## src/rtl/picomips_pkg.sv

```systemverilog
// Shared picoMIPS types: opcode and sequencer-state encodings plus default field widths.
package picomips_pkg;

  localparam int ADDR_WIDTH_DEF   = 6;
  localparam int OPCODE_WIDTH_DEF = 3;
  localparam int INSTR_WIDTH_DEF  = 16;

  typedef enum logic [2:0] {
    OP_NOP  = 3'd0,
    OP_ALU  = 3'd1,
    OP_MUL  = 3'd2,
    OP_BEQ  = 3'd3,
    OP_BNE  = 3'd4,
    OP_JMP  = 3'd5,
    OP_WAIT = 3'd6,
    OP_HALT = 3'd7
  } opcode_t;

  typedef enum logic [2:0] {
    S_FETCH  = 3'd0,
    S_EXEC   = 3'd1,
    S_MULW   = 3'd2,
    S_WAITHI = 3'd3,
    S_WAITLO = 3'd4,
    S_HALT   = 3'd5
  } seq_state_t;

  // Opcode sits in the top bits of the instruction word.
  function automatic logic [OPCODE_WIDTH_DEF-1:0] opcode_field(
      input logic [INSTR_WIDTH_DEF-1:0] instr_word);
    return instr_word[INSTR_WIDTH_DEF-1 -: OPCODE_WIDTH_DEF];
  endfunction

endpackage

```

## src/rtl/op_decode.sv

```systemverilog
// Combinational opcode classifier; anything not recognised is treated as a NOP.
module op_decode
  import picomips_pkg::*;
#(
  parameter int OPCODE_WIDTH = OPCODE_WIDTH_DEF
) (
  input  logic [OPCODE_WIDTH-1:0] opcode,
  output logic                    is_nop,
  output logic                    is_alu,
  output logic                    is_mul,
  output logic                    is_beq,
  output logic                    is_bne,
  output logic                    is_jmp,
  output logic                    is_wait,
  output logic                    is_halt
);

  always_comb begin
    is_nop  = 1'b0;
    is_alu  = 1'b0;
    is_mul  = 1'b0;
    is_beq  = 1'b0;
    is_bne  = 1'b0;
    is_jmp  = 1'b0;
    is_wait = 1'b0;
    is_halt = 1'b0;
    case (opcode)
      OPCODE_WIDTH'(OP_ALU):  is_alu  = 1'b1;
      OPCODE_WIDTH'(OP_MUL):  is_mul  = 1'b1;
      OPCODE_WIDTH'(OP_BEQ):  is_beq  = 1'b1;
      OPCODE_WIDTH'(OP_BNE):  is_bne  = 1'b1;
      OPCODE_WIDTH'(OP_JMP):  is_jmp  = 1'b1;
      OPCODE_WIDTH'(OP_WAIT): is_wait = 1'b1;
      OPCODE_WIDTH'(OP_HALT): is_halt = 1'b1;
      default:                is_nop  = 1'b1;
    endcase
  end

endmodule

```

## src/rtl/pc_sequencer.sv

```systemverilog
// picoMIPS multi-cycle control: fetch/execute sequencing, PC strobes, multiplier and go-switch stalls.
module pc_sequencer
  import picomips_pkg::*;
#(
  parameter int ADDR_WIDTH   = ADDR_WIDTH_DEF,
  parameter int OPCODE_WIDTH = OPCODE_WIDTH_DEF,
  parameter int INSTR_WIDTH  = INSTR_WIDTH_DEF
) (
  input  logic                   clk,
  input  logic                   reset_n,
  input  logic [INSTR_WIDTH-1:0] instr,
  input  logic                   zero_flag,
  input  logic                   mul_done,
  input  logic                   go,
  output logic                   PC_incr,
  output logic                   PC_abs_branch,
  output logic                   PC_rel_branch,
  output logic [ADDR_WIDTH-1:0]  branch_addr,
  output logic                   reg_we,
  output logic                   mul_start,
  output logic                   halted
);

  seq_state_t state_q;
  seq_state_t state_d;

  logic [OPCODE_WIDTH-1:0] opcode;
  logic is_nop, is_alu, is_mul, is_beq, is_bne, is_jmp, is_wait, is_halt;

  assign opcode = instr[INSTR_WIDTH-1 -: OPCODE_WIDTH];

  // Bits between the opcode and the immediate belong to the datapath, not to sequencing.
  generate
    if (INSTR_WIDTH - OPCODE_WIDTH > ADDR_WIDTH) begin : g_mid_bits
      logic unused_mid_bits;
      assign unused_mid_bits = ^instr[INSTR_WIDTH-OPCODE_WIDTH-1:ADDR_WIDTH];
    end
  endgenerate

  op_decode #(
    .OPCODE_WIDTH(OPCODE_WIDTH)
  ) u_op_decode (
    .opcode (opcode),
    .is_nop (is_nop),
    .is_alu (is_alu),
    .is_mul (is_mul),
    .is_beq (is_beq),
    .is_bne (is_bne),
    .is_jmp (is_jmp),
    .is_wait(is_wait),
    .is_halt(is_halt)
  );

  always_ff @(posedge clk or negedge reset_n) begin
    if (!reset_n) begin
      state_q <= S_FETCH;
    end else begin
      state_q <= state_d;
    end
  end

  // Strobes decode straight from the state register so an async reset clears them at once.
  always_comb begin
    state_d       = state_q;
    PC_incr       = 1'b0;
    PC_abs_branch = 1'b0;
    PC_rel_branch = 1'b0;
    reg_we        = 1'b0;
    mul_start     = 1'b0;
    case (state_q)
      S_FETCH: state_d = S_EXEC;
      S_EXEC: begin
        state_d = S_FETCH;
        if (is_alu) begin
          reg_we  = 1'b1;
          PC_incr = 1'b1;
        end else if (is_mul) begin
          mul_start = 1'b1;
          state_d   = S_MULW;
        end else if (is_beq) begin
          PC_rel_branch = zero_flag;
          PC_incr       = ~zero_flag;
        end else if (is_bne) begin
          PC_rel_branch = ~zero_flag;
          PC_incr       = zero_flag;
        end else if (is_jmp) begin
          PC_abs_branch = 1'b1;
        end else if (is_wait) begin
          state_d = S_WAITHI;
        end else if (is_halt) begin
          state_d = S_HALT;
        end else if (is_nop) begin
          PC_incr = 1'b1;
        end
      end
      S_MULW: begin
        if (mul_done) begin
          reg_we  = 1'b1;
          PC_incr = 1'b1;
          state_d = S_FETCH;
        end
      end
      S_WAITHI: begin
        if (go) begin
          state_d = S_WAITLO;
        end
      end
      // Advance only on release so a held switch steps exactly one instruction.
      S_WAITLO: begin
        if (!go) begin
          PC_incr = 1'b1;
          state_d = S_FETCH;
        end
      end
      S_HALT:  state_d = S_HALT;
      default: state_d = S_FETCH;
    endcase
  end

  assign halted      = (state_q == S_HALT);
  assign branch_addr = (state_q == S_EXEC) ? instr[ADDR_WIDTH-1:0] : '0;

endmodule

```

## config.mk

```make
export PLATFORM = sky130hd
export DESIGN_NAME = pc_sequencer
export DESIGN_NICKNAME = d
export VERILOG_FILES = /design/src/rtl/picomips_pkg.sv /design/src/rtl/op_decode.sv /design/src/rtl/pc_sequencer.sv
export SDC_FILE = /design/constraint.sdc
export NUM_CORES = 1
export LEC_CHECK = 0
export BUFFER_PORTS_ARGS = -buffer_cell sky130_fd_sc_hd__buf_2
export CAP_MARGIN = 20
export CORE_AREA = 2 2 39 41
export DETAILED_ROUTE_END_ITERATION = 12
export DIE_AREA = 0 0 41 43
export PLACE_DENSITY = 0.8
export SYNTH_ARGS = -nofsm -noshare
export SYNTH_HDL_FRONTEND = slang
export SYNTH_HIERARCHICAL = 1
export SYNTH_SLANG_ARGS = --single-unit
```

## constraint.sdc

```tcl
create_clock -name clk -period 1.45 [get_ports clk]
set_input_delay 0.2175 -clock clk [delete_from_list [all_inputs] [get_ports clk]]
set_output_delay 0.2175 -clock clk [all_outputs]
set_load 0.05 [all_outputs]
```

==> run metrics <==
outcome=finished, violations left; failing checks=negative setup slack; hold slack=317 ps; Worst setup EP type=output port; reg2reg end=state_q[2]; H-tree depth=1; die area=0.00176 mm²; setup TNS=-1840 ps; Routability Congestion=0.834; number of diodes=0; Seq/Total Area, Yosys=0.157; CP max FO=7; fmax=598 MHz; Worst R2R Setup Slack=170 ps; total CTS buffers=3; total grt overflow=0; Mapped Nets=81; Initial DRT Pass Iterations=4; synthesized instance count=60; max_slew headroom=0.746; GRT Overall Usage=0.239; Synthesis Warnings=6; maxcap violations=0; placed instance count=114; Cell Pwr Density=1480 mW/mm²; most flop-heavy register=state_q; initial antenna violation count=0; Post-Syn Area per Cell=7.95 µm²; Top Ports=33; DR vias=678; Worst Tran Pin Value=377 ps; Layout fillers=90; r2r startpoint=state_q[2]; number of global-route vias before repair=706; CTS root buffer=clkbuf_4; post-DP HPWL=1.13 mm; wire length per cell=13.9 µm; Cell variety after synth=34; Total Wirelength=1.72 mm; Setup CP Type=flop to output port; Setup crit start=state_q[1]; Worst R2R Path Depth=3; core footprint=0.00138 mm²; antenna viol nets, final=0; 1st-iter DRT viols=13; die height=43 µm; Rows=14; Final Net Count=130; Worst setup SP type=flop; I/O Buffers=25; max reg flops=3; top flop regs=state_q (3); vias per cell=5.47; synthesized flop and latch total=3; final number of setup-violating endpoints=12; Pwr Total=1.52 mW; Synth Cell Area=477 µm²; clock slew at reported path FFs=40 ps; required time of the critical path=1230 ps; Slew Limit Fails=0; Layout area overhead=115%; CP arrival=1450 ps; Clk Latency, worst-skew pair=240 ps; Period Utilization, post-route=1.15; DRC violations left=0; fin cells=124; Leak Pwr=0.470 nW; layout cells sized above 1=0.657; RSZ-0062 raised after global routing=yes; first-pass GRT wire length=2.85 mm; clock sink total=3; largest net degree at the start of global routing=9; worst hold path class=input port to asynchronous set/reset pin; CTS tree=done; Initial Utilization=0.344; skew final=6.00 ps; Final Critical Period=1670 ps; peak supply drop=903 µV; die extent in x=41 µm; Setup WS post-layout=-221 ps; Final Hold Fails=0; Bufs on Longest Clock Path=2
routing by layer:
| layer | share of wire | GRT usage | up-vias |
|---|---|---|---|
| li1 | - | - | 320 |
| met1 | 0.39 | 0.292 | 331 |
| met2 | 0.54 | 0.378 | 25 |
| met3 | 0.057 | 0.0681 | 2 |
| met4 | 0.013 | 0.0867 | 0 |
| met5 | 0 | 0 | - |
layout by cell type (no fill, tap or decap), types with 2 or more instances in the layout:
cell type	netlist	layout
and2_1	6	6
and3_4	0	2
and3b_2	3	3
buf_2	0	10
buf_4	1	19
buf_6	1	11
buf_8	0	4
clkbuf_4	0	3
dfrtp_2	0	2
inv_1	2	2
nand2_1	3	3
nand2b_1	4	4
nor2_1	5	4
nor3b_4	1	3
nor4b_4	0	2
report_power, final:
part / switching (mW) / internal, mW / total (mW)
Clock: 0.0538 / 0.104 / 0.158
Combinational: 0.619 / 0.554 / 1.17
Sequential: 0.0651 / 0.120 / 0.186
Total: 0.738 / 0.778 / 1.52
per-stage QoR:
step                      utilization  instance area (µm²)  setup WS [ps]
after global routing            0.741                 1020           -303
after global placement          0.556                  769           -331
after floorplan                     -                  531           -108
after CTS                       0.722                 1000           -222
after detailed placement        0.556                  769           -386
final                           0.741                 1020           -221
logic make-up (layout without fill, tap and decap cells):
family | after synthesis | in the layout | share of synthesized area
buffers and inverters | 4 | 52 | 0.0551
DFF | 3 | 3 | 0.157
AOI/OAI and AO/OA | 11 | 11 | 0.186
and+or+nand+nor | 42 | 42 | 0.601
final cells by class:
type	count	area, µm²	area share
Sequential cell	3	77.6	0.0757
Multi-Input combinational cell	53	487	0.475
Timing Repair Buffer	46	407	0.397
Tap cell	16	20.0	0.0195
Clock buffer	4	26.3	0.0256
Inverter	2	7.51	0.00733
timing repair:
action	in CTS	in global routing
endpoints found under the hold margin	3	0
pin swaps	5	1
setup buffers	5	0
gates resized for setup	42	7
hold buffers	1	0
setup endpoints to repair	12	12
cloned	0	0
cell usage after synthesis:
library cell | n | area, µm²
nor4_1 | 1 | 6.26
buf_4 | 1 | 7.51
and2_1 | 6 | 37.5
o21ai_1 | 1 | 5.00
dfrtp_1 | 3 | 75.1
nor4b_2 | 1 | 15.0
and3b_1 | 1 | 8.76
nor2b_1 | 2 | 12.5
and3b_2 | 3 | 30.0
a22o_1 | 1 | 8.76
nand3b_1 | 1 | 7.51
a2bb2oi_1 | 1 | 8.76
inv_1 | 2 | 7.51
a211oi_1 | 1 | 7.51
or3_1 | 1 | 6.26
o22a_1 | 1 | 8.76
and3_2 | 1 | 7.51
o21ai_0 | 2 | 10.0
o32ai_1 | 1 | 8.76
and3_1 | 2 | 12.5
a21boi_0 | 1 | 7.51
nor3b_4 | 1 | 18.8
nor3_1 | 2 | 10.0
nand2_1 | 3 | 11.3
nor2_1 | 5 | 18.8
nand4_1 | 1 | 6.26
nand3_1 | 1 | 5.00
nor4b_1 | 2 | 17.5
and2_2 | 1 | 7.51
o41ai_2 | 1 | 16.3
buf_6 | 1 | 11.3
nor3b_1 | 3 | 22.5
nand2b_1 | 4 | 25.0
o21a_1 | 1 | 7.51
worst max-delay path by stage:
stage / end / slack (ps) / depth (start not counted)
global route: PC_incr / -300 / 4
finish: PC_incr / -220 / 4
floorplan: PC_incr / -110 / 4
CTS: PC_incr / -220 / 4
detailed placement: PC_rel_branch / -390 / 6
global placement: PC_incr / -330 / 5
worst max-delay path, stage by stage (launching register included):
cell and delay, ps:
dfrtp_2 460, nand2b_1 180, o22a_1 240, o32ai_4 140, buf_6 190
Power figures use the tool's default switching activity.
